$ cat config.mk
export PLATFORM = sky130hd
export DESIGN_NAME = divider_controller
export DESIGN_NICKNAME = d
export VERILOG_FILES = /design/src/rtl/divider_controller_pkg.sv /design/src/rtl/divider_core.sv /design/src/rtl/divider_controller.sv
export SDC_FILE = /design/constraint.sdc
export NUM_CORES = 1
export LEC_CHECK = 0
export BUFFER_PORTS_ARGS = -buffer_cell sky130_fd_sc_hd__buf_2
export CORE_UTILIZATION = 39
export DETAILED_ROUTE_END_ITERATION = 7
export PLACE_DENSITY = 0.57
export SYNTH_ARGS = -nofsm -noshare
export SYNTH_HDL_FRONTEND = slang
export SYNTH_SLANG_ARGS = --single-unit
$ cat constraint.sdc
create_clock -name clk -period 2.3 [get_ports clk]
set_clock_uncertainty 0.15 [all_clocks]
set_input_delay 0.345 -clock clk [delete_from_list [all_inputs] [get_ports clk]]
set_output_delay 0.345 -clock clk [all_outputs]
set_load 0.05 [all_outputs]
$ cat src/rtl/divider_controller_pkg.sv
// Shared types and widths for the switch-driven 16/16 divider controller.
package divider_controller_pkg;

   localparam int unsigned OPW   = 16;
   localparam int unsigned BYTEW = 8;

   typedef enum logic [1:0] {
      ST_IDLE   = 2'd0,
      ST_DIVIDE = 2'd1,
      ST_DONE   = 2'd2
   } state_e;

   // Which result byte drives the display
   typedef enum logic [1:0] {
      SEL_QUO_LO = 2'b00,
      SEL_QUO_HI = 2'b01,
      SEL_REM_LO = 2'b10,
      SEL_REM_HI = 2'b11
   } sel_e;

   // Operand byte slot addressed by the load counter
   typedef enum logic [1:0] {
      SLOT_DVD_LO = 2'b00,
      SLOT_DVD_HI = 2'b01,
      SLOT_DVS_LO = 2'b10,
      SLOT_DVS_HI = 2'b11
   } slot_e;

endpackage

$ cat src/rtl/divider_core.sv
// Iterative unsigned restoring divider: one quotient bit per clock, MSB first.
module divider_core
   import divider_controller_pkg::*;
(
   input  logic           clk,
   input  logic           rst_n,
   input  logic           start,
   input  logic [OPW-1:0] dividend,
   input  logic [OPW-1:0] divisor,
   output logic           busy,
   output logic           done,
   output logic [OPW-1:0] quotient,
   output logic [OPW-1:0] remainder
);

   localparam int unsigned CNTW = $clog2(OPW);

   logic            busy_q, busy_d;
   logic [CNTW-1:0] cnt_q, cnt_d;
   logic [OPW-1:0]  rem_q, rem_d;
   logic [OPW-1:0]  quo_q, quo_d;
   logic [OPW-1:0]  dvs_q, dvs_d;
   logic [OPW-1:0]  quotient_q, quotient_d;
   logic [OPW-1:0]  remainder_q, remainder_d;

   logic [OPW:0]    part;
   logic [OPW-1:0]  trial;
   logic            ge;

   always_comb begin
      busy_d      = busy_q;
      cnt_d       = cnt_q;
      rem_d       = rem_q;
      quo_d       = quo_q;
      dvs_d       = dvs_q;
      quotient_d  = quotient_q;
      remainder_d = remainder_q;

      // 17-bit partial remainder; when it covers the divisor the true
      // difference is below the divisor, so the low 16 bits are exact
      part  = {rem_q, quo_q[OPW-1]};
      ge    = (part >= {1'b0, dvs_q});
      trial = part[OPW-1:0] - dvs_q;
      done  = busy_q && (cnt_q == CNTW'(OPW - 1));

      if (start) begin
         busy_d = 1'b1;
         cnt_d  = '0;
         rem_d  = '0;
         quo_d  = dividend;
         dvs_d  = divisor;
      end else if (busy_q) begin
         rem_d = ge ? trial : part[OPW-1:0];
         quo_d = {quo_q[OPW-2:0], ge};
         cnt_d = cnt_q + CNTW'(1);
         if (done) begin
            busy_d      = 1'b0;
            quotient_d  = quo_d;
            remainder_d = rem_d;
         end
      end
   end

   always_ff @(posedge clk or negedge rst_n) begin
      if (!rst_n) begin
         busy_q      <= 1'b0;
         cnt_q       <= '0;
         rem_q       <= '0;
         quo_q       <= '0;
         dvs_q       <= '0;
         quotient_q  <= '0;
         remainder_q <= '0;
      end else begin
         busy_q      <= busy_d;
         cnt_q       <= cnt_d;
         rem_q       <= rem_d;
         quo_q       <= quo_d;
         dvs_q       <= dvs_d;
         quotient_q  <= quotient_d;
         remainder_q <= remainder_d;
      end
   end

   assign busy      = busy_q;
   assign quotient  = quotient_q;
   assign remainder = remainder_q;

endmodule

$ cat src/rtl/divider_controller.sv
// Button/switch front end: loads operand bytes, sequences the divider, drives LEDs.
module divider_controller
   import divider_controller_pkg::*;
(
   input  logic             clk,
   input  logic             rst_n,
   input  logic [BYTEW-1:0] inp,
   input  logic             set,
   input  logic             unlock,
   input  logic [1:0]       select,
   output logic [BYTEW-1:0] out,
   output logic             setled,
   output logic             unlockled,
   output logic             select0led,
   output logic             select1led,
   output logic             busyled,
   output logic             doneled,
   output logic             errled
);

   state_e         state_q, state_d;
   slot_e          cnt_q, cnt_d;
   logic           lock_q, lock_d;
   logic           err_q, err_d;
   logic [OPW-1:0] dividend_q, dividend_d;
   logic [OPW-1:0] divisor_q, divisor_d;

   logic           accept;
   logic           start;
   logic           core_busy;
   logic           core_done;
   logic [OPW-1:0] quotient;
   logic [OPW-1:0] remainder;

   always_comb begin
      state_d    = state_q;
      cnt_d      = cnt_q;
      lock_d     = lock_q;
      err_d      = err_q;
      dividend_d = dividend_q;
      divisor_d  = divisor_q;
      start      = 1'b0;

      // A load from DONE lands in slot 00 because the counter wrapped on start
      accept = set && !lock_q && (state_q != ST_DIVIDE);

      if (accept) begin
         lock_d = 1'b1;
         cnt_d  = slot_e'(cnt_q + 2'd1);
         unique case (cnt_q)
            SLOT_DVD_LO: dividend_d[BYTEW-1:0]   = inp;
            SLOT_DVD_HI: dividend_d[OPW-1:BYTEW] = inp;
            SLOT_DVS_LO: divisor_d[BYTEW-1:0]    = inp;
            SLOT_DVS_HI: divisor_d[OPW-1:BYTEW]  = inp;
            default:     ;
         endcase
      end else if (unlock) begin
         lock_d = 1'b0;
      end

      unique case (state_q)
         ST_IDLE: begin
            if (accept && (cnt_q == SLOT_DVS_HI)) begin
               state_d = ST_DIVIDE;
               start   = 1'b1;
               err_d   = 1'b0;
            end
         end
         ST_DIVIDE: begin
            if (core_done) begin
               state_d = ST_DONE;
               err_d   = (divisor_q == '0);
            end
         end
         ST_DONE: begin
            if (accept) state_d = ST_IDLE;
         end
         default: state_d = ST_IDLE;
      endcase
   end

   always_ff @(posedge clk or negedge rst_n) begin
      if (!rst_n) begin
         state_q    <= ST_IDLE;
         cnt_q      <= SLOT_DVD_LO;
         lock_q     <= 1'b0;
         err_q      <= 1'b0;
         dividend_q <= '0;
         divisor_q  <= '0;
      end else begin
         state_q    <= state_d;
         cnt_q      <= cnt_d;
         lock_q     <= lock_d;
         err_q      <= err_d;
         dividend_q <= dividend_d;
         divisor_q  <= divisor_d;
      end
   end

   // The divisor's high byte arrives on the start edge, so feed next-state operands
   divider_core u_core (
      .clk       (clk),
      .rst_n     (rst_n),
      .start     (start),
      .dividend  (dividend_d),
      .divisor   (divisor_d),
      .busy      (core_busy),
      .done      (core_done),
      .quotient  (quotient),
      .remainder (remainder)
   );

   always_comb begin
      out = '0;
      unique case (sel_e'(select))
         SEL_QUO_LO: out = quotient[BYTEW-1:0];
         SEL_QUO_HI: out = quotient[OPW-1:BYTEW];
         SEL_REM_LO: out = remainder[BYTEW-1:0];
         SEL_REM_HI: out = remainder[OPW-1:BYTEW];
         default:    out = '0;
      endcase
   end

   assign setled     = set;
   assign unlockled  = unlock;
   assign select0led = select[0];
   assign select1led = select[1];
   assign busyled    = core_busy;
   assign doneled    = (state_q == ST_DONE);
   assign errled     = err_q;

endmodule

==> summary.md, run 1 <==
| Metric | Value |
|---|---|
| Status | `finished with violations` |
| Failing checks | `setup timing` |
| Design Area, Final | `8290 µm²` |
| H-tree levels | `4` |
| Met1 GRT Util | `29.2%` |
| CTS tree | `done` |
| Max-Cap Viols | `0` |
| Critical path's top delay family | `compound AO/OA/AOI/OAI gates` |
| DRT Pass-1 Iters | `4` |
| IO buf count | `28` |
| Number of synthesized flops with an enable pin | `0` |
| Final ANT Viol Nets | `0` |
| Clk slew on worst S/H paths | `~50 ps` |
| Largest net degree at the start of global routing | `73` |
| Predominant post-synthesis flop cell | `dfrtp_1` |
| Nets | `~730` |
| Cells after Synth | `585` |
| Clk buf depth | `2` |
| Insertion delay to the later sink of the worst-skew pair | `around 420 ps` |
| HP Class | `in2reg` |
| First-pass GRT wire length | `26800 µm` |
| Drt total wl | `16600 µm` |
| GRT busiest layer | `met2` |
| Share of the synthesized area in the top cell type | `between 50% and 60%` |
| Synth unique cells | `between 50 and 60` |
| Root Buffer | `clkbuf_16` |
| Synthesis-to-layout area growth | `35.9%` |
| Die height | `about 130 µm` |
| Die Width | `~130 µm` |
| Layout cells sized above 1 | `between 30% and 40%` |
| Drt wl/cell | `approximately 18 µm` |
| Final worst slack | `-247 ps` |
| Synth area leader | `dfrtp_1` |
| Yosys reg bits | `~120` |
| Post-synthesis cell area | `between 6000 and 7000 µm²` |
| CP max stage delay | `420 ps` |
| Sink Count | `approximately 120` |
| Commonest cells after routing, fill and taps aside | `dfrtp_1 (120), nand2_1 (112), buf_4 (82)` |
| CP bufs+invs | `2` |
| Critical path peak fanout | `4` |
| Grt met3 use | `under 10%` |
| RSZ-0062 raised after global routing | `yes` |
| Routed via count | `approximately 4800` |
| Slowest cell on the critical path | `dfrtp_1` |
| Final Max Slew Viols | `0` |
| DPL Wire Length | `11600 µm` |
| Slew @ Worst Pin | `between 600 and 700 ps` |
| Final Hold Fails | `0` |
| Initial Utilization | `between 30% and 40%` |
| Total congestion overflow | `0` |
| Top cells by area, synth | `dfrtp_1 (50%), nand2_1 (7.0%), mux2_2 (6.1%)` |
| Cell Rows | `45` |
| Grt met2 use | `36.1%` |
| Vias per cell | `5.16` |
| Crit path required time | `between 2000 and 2500 ps` |
| Initial antenna violation count | `0` |
| Commonest non-fill, non-tap cell in the layout | `dfrtp_1` |
| Core area | `~15000 µm²` |
| Fill count | `1288` |
| Full die area | `~16000 µm²` |
| Final setup viols | `34` |
| Top Ports | `29` |
| Ys async rst share | `100%` |
| Aggregate global-route resource usage | `between 20% and 30%` |
| Sequential fraction of the synthesis area | `roughly half` |
| Crit path DAT | `~2700 ps` |
| Startpoint Class | `flop` |
| Yosys warnings | `0` |
| FMAX | `0.393 GHz` |
| GP Congestion | `0.911` |
| DP Area | `7090 µm²` |
| Diodes inserted | `0` |
| DRC violations left | `0` |
| Synthesized Nets | `between 600 and 700` |
| Synth Area per Inst | `10.4 µm²` |
| Crit path kind | `reg2reg` |
| Tmin final | `approximately 2500 ps` |
| Worst slew margin | `~59%` |
| Crit-path cells | `ha_4, nand2b_4, a21oi_4, o2111ai_2, a311o_1, nand2_2, buf_8, mux2i_4, buf_6, o21ai_2` |
| Crit end category | `flop` |
| Num CTS Buffers | `17` |
| Drt first-iter violations | `332` |
| Number of global-route vias before repair | `4995` |
| Final Cycle Share | `111%` |
==> cell families after synthesis <==
kind of cell	count (synthesis)	share of synthesized area (%)
AND/OR/NAND/NOR	162	11.3
AO/OA/AOI/OAI	138	13.5
XOR/XNOR	18	2.59
flip-flops	123	50.5
multiplexers	67	13.3
buffers and inverters	55	4.16
adder cells (fa/ha/maj)	22	4.64
==> sequential cells by signal (all words and copies together), names as in the netlist <==
name	count
u_core.remainder	16
state_q	2
u_core.dvs_q	16
u_core.busy	1
u_core.cnt_q	4
u_core.quotient	16
cnt_q	2
lock_q	1
errled	1
divisor_q	16
u_core.rem_q	16
u_core.quo_q	16
dividend_q	16
==> layer usage <==
| metal | wire [µm] | up-vias |
|---|---|---|
| li1 | - | 2270 |
| met1 | 7470 | 2371 |
| met2 | 8190 | 87 |
| met3 | 611 | 29 |
| met4 | 360 | 0 |
| met5 | 0 | - |
==> metrics by stage <==
stage	std cells	hold slack (ps)	setup slack, ps	TNS [ps]	util (%)
after floorplan	585	-101	-203	-1300	-
after global placement	878	30.2	-344	-6760	46.4
after detailed placement	878	32.5	-329	-6870	46.4
after CTS	921	98.5	-184	-2900	52.9
after global routing	922	110	-307	-7670	54.3
final	922	110	-247	-5520	54.3
==> path summary, 6_finish.rpt <==
kind	from	endpoint	slack (ps)	cells past startpoint
hold reg to reg	u_core.quotient[1]	u_core.quotient[1]	330	2
max in group asynchronous	rst_n	u_core.rem_q[9]	1210	3
hold / removal	inp[7]	dividend_q[15]	110	2
min in group asynchronous	rst_n	u_core.quo_q[3]	150	2
setup / recovery	u_core.rem_q[0]	u_core.remainder[9]	-250	10
setup reg to reg	u_core.rem_q[0]	u_core.remainder[9]	-250	10
==> final cells by class <==
cell class / instances / area (µm²) / area share [%]
multi-input cells: 407 / 3290 / 39.6
flip-flops and latches: 123 / 3080 / 37.2
repair buffers: 125 / 976 / 11.8
clock buffers: 26 / 509 / 6.14
well taps: 211 / 264 / 3.18
inverters: 24 / 90.1 / 1.09
clock inverters: 6 / 83.8 / 1.01
==> cell usage after synthesis, types with 3 or more instances <==
cell type / n
dfrtp_1: 123
nand2_1: 114
o21ai_0: 68
mux2_2: 33
a21oi_1: 31
mux2i_1: 26
inv_1: 24
ha_1: 21
clkbuf_1: 14
nor2_1: 14
xnor2_1: 9
xor2_1: 9
mux4_2: 8
buf_4: 7
a31oi_1: 6
a21o_1: 5
buf_1: 5
nor3_1: 5
a21o_2: 4
and3_1: 4
nand3_1: 4
nor2b_1: 4
nor4_1: 4
nand2b_1: 3
nand4_1: 3
o21a_1: 3
==> what timing repair did <==
| item | 4_1_cts | 5_1_grt |
|---|---|---|
| endpoints found under the setup margin | 34 | 34 |
| setup buffers | 10 | 5 |
| resized for setup | 64 | 42 |
| pin swaps | 22 | 23 |
| hold endpoints to repair | 124 | 0 |
| hold buffers | 2 | 0 |
Power of run 1 is left out: the tool's default activity adds up to more than one toggle a clock period on the data nets, which glitch-free logic cannot reach.
==> run 2, diff against run 1 <==
--- a/config.mk
+++ b/config.mk
@@ -6,9 +6,11 @@
 export NUM_CORES = 1
 export LEC_CHECK = 0
 export BUFFER_PORTS_ARGS = -buffer_cell sky130_fd_sc_hd__buf_2
-export CORE_UTILIZATION = 39
+export CELL_PAD_IN_SITES_DETAIL_PLACEMENT = 0
+export CELL_PAD_IN_SITES_GLOBAL_PLACEMENT = 2
+export CORE_UTILIZATION = 37
 export DETAILED_ROUTE_END_ITERATION = 7
-export PLACE_DENSITY = 0.57
+export PLACE_DENSITY = 0.76
 export SYNTH_ARGS = -nofsm -noshare
 export SYNTH_HDL_FRONTEND = slang
 export SYNTH_SLANG_ARGS = --single-unit
==> run 2 against run 1 <==
  * The flow still finishes with violations (setup timing)
  * Global-route usage down 0.058 points
  * Maximum frequency grew 1.2%
  * Highest routed layer unchanged
  * Critical path depth shrank 1
  * Die area increased by 5.3%
  * Worst hold slack better by 16 ps
  * Sequential share of layout area rose by 0.41 points
  * Sequential cell count unchanged
  * Worst setup slack gained 30 ps
  * Register-to-register slack better by 30 ps
  * Via count is essentially flat
  * First-iteration DRC count shrank 29%
  * Final cell count is 0.87% higher
==> summary.md, run 2 (synthesized netlist as in run 1, its figures left out) <==
| Metric | Value |
|---|---|
| Status | `finished with violations` |
| Failing checks | `setup timing` |
| Clk buf depth | `2 (unchanged)` |
| HP Class | `in2reg` |
| Max-Cap Viols | `0 (unchanged)` |
| Crit end category | `flop` |
| Worst slew margin | `58.3% (-1.0 points)` |
| IO buf count | `28 (unchanged)` |
| Nets | `736 (+0.27%)` |
| Top Ports | `29 (unchanged)` |
| H-tree levels | `4 (unchanged)` |
| Critical path peak fanout | `7 (+3)` |
| Worst hold path startpoint | `inp[7]` |
| Core area | `16000 µm² (+4.9%)` |
| Crit path required time | `2440 ps (-20 ps)` |
| DRT Pass-1 Iters | `5 (+1)` |
| Drt first-iter violations | `235 (-29%)` |
| Tmin final | `2520 ps (-30.4 ps)` |
| Routed via count | `4753 (-0.084%)` |
| Number of global-route vias before repair | `5011 (+0.32%)` |
| Final setup viols | `33 (-2.9%)` |
| R2R Path Start | `u_core.rem_q[1]` |
| GP Congestion | `0.888 (-2.5%)` |
| Clk slew on worst S/H paths | `60 ps (about the same)` |
| First-pass GRT wire length | `27400 µm (+2.3%)` |
| Crit path kind | `reg2reg` |
| Sink Count | `123 (unchanged)` |
| Initial Utilization | `38.1% (-1.9 points)` |
| Full die area | `17000 µm² (+5.3%)` |
| Drt wl/cell | `18.5 µm (+2.4%)` |
| WHS | `125 ps (+15.6 ps)` |
| Final Hold Fails | `0 (unchanged)` |
| Final Max Slew Viols | `0 (unchanged)` |
| Startpoint Class | `flop` |
| Total congestion overflow | `0 (unchanged)` |
| FMAX | `0.397 GHz (+1.2%)` |
| RSZ-0062 raised after global routing | `yes` |
| Final Cycle Share | `109% (-1.3 points)` |
| Cell Rows | `46 (+2.2%)` |
| Drt total wl | `17200 µm (+3.3%)` |
| Fill count | `1492 (+16%)` |
| Die height | `130 µm (+2.6%)` |
| Commonest cells after routing, fill and taps aside | `dfrtp_1 (121), nand2_1 (113), buf_4 (85)` |
| Final ANT Viol Nets | `0 (unchanged)` |
| Placed Instances | `888 (+1.1%)` |
| Vias per cell | `5.11 (-0.94%)` |
| Synthesis-to-layout area growth | `34.4%` |
| Insertion delay to the later sink of the worst-skew pair | `420 ps (about the same)` |
| Final worst slack | `-217 ps (+30.4 ps)` |
| Crit path DAT | `2660 ps (-50 ps)` |
| Largest net degree at the start of global routing | `70 (-4.1%)` |
| Slew @ Worst Pin | `625 ps (+15.5 ps)` |
| CTS tree | `done` |
| Die Width | `130 µm (+2.6%)` |
| DPL Wire Length | `12200 µm (+5.3%)` |
| Aggregate global-route resource usage | `22.1% (-0.058 points)` |
| Commonest non-fill, non-tap cell in the layout | `dfrtp_1` |
| Root Buffer | `clkbuf_16` |
| Initial antenna violation count | `1 (+1)` |
| DRC violations left | `0 (unchanged)` |
| Finished Layout Cells | `930 (+0.87%)` |
| Crit path launch | `u_core.rem_q[1]` |
| Num CTS Buffers | `17 (unchanged)` |
| Layout cells sized above 1 | `38.6% (about the same)` |
run 2: cell count changes in the layout (fill, tap and decap cells not counted), moves of 4 or more:
cell      delta
a21oi_1      +4
a21oi_2      -4
clkbuf_8     -4
ha_1         -4
inv_1        -5
inv_2        +5
mux2i_4      -5
o21ai_0      +4
o21ai_1      -4
run 2: through the flow:
step           TNS, ps  utilization, %  cell area, µm²  setup slack, ps
5_1_grt          -6640            51.2            8190             -269
6_report         -4570            51.2            8200             -217
4_1_cts          -2710            50.2            8030             -166
3_3_place_gp     -5440            44.5            7120             -361
3_5_place_dp     -7180            44.5            7120             -410
2_1_floorplan    -1300               -            6150             -203
run 2: layout make-up:
type | count | area [µm²] | area share, %
Timing Repair Buffer | 127 | 970 | 11.8
Inverter | 24 | 90.1 | 1.10
Clock inverter | 12 | 123 | 1.50
Sequential cell | 123 | 3080 | 37.6
Multi-Input combinational cell | 407 | 3210 | 39.2
Tap cell | 216 | 270 | 3.30
Clock buffer | 20 | 447 | 5.45
Antenna cell | 1 | 2.50 | 0.0305
run 2: repair_timing:
action | 4_1_cts | 5_1_grt
hold buffers | 2 | 0
endpoints found under the setup margin | 34 | 46
pin swaps | 17 | 16
hold endpoints to repair | 108 | 0
buffers inserted | 7 | 1
gates resized for setup | 57 | 37
run 2: critical path, stage by stage, from the launching register on:
cell and delay (ps):
dfrtp_1 420, ha_4 300, o211ai_4 80, a21oi_4 160
o2111ai_2 160, a311o_1 390, nand2_2 160, buf_8 170
mux2i_4 280, o21ai_0 110
run 2: worst paths after layout:
path | slack (ps) | to | cells after the start
worst min register to register | 320 | u_core.quotient[10] | 2
worst max register to register | -220 | u_core.remainder[5] | 9
worst max-delay path | -220 | u_core.remainder[5] | 9
min in group asynchronous | 170 | dividend_q[11] | 2
max in group asynchronous | 1170 | u_core.rem_q[5] | 3
worst min-delay path | 130 | dividend_q[7] | 2
run 2: routing by layer:
metal	vias to the layer above	track usage, %	share of wire (%)
met5	-	0	0
met4	0	7.71	1.8
met3	22	4.23	2.7
met2	71	36.8	49
met1	2398	28.8	46
li1	2262	-	-
Power of run 2 is left out for the same reason.
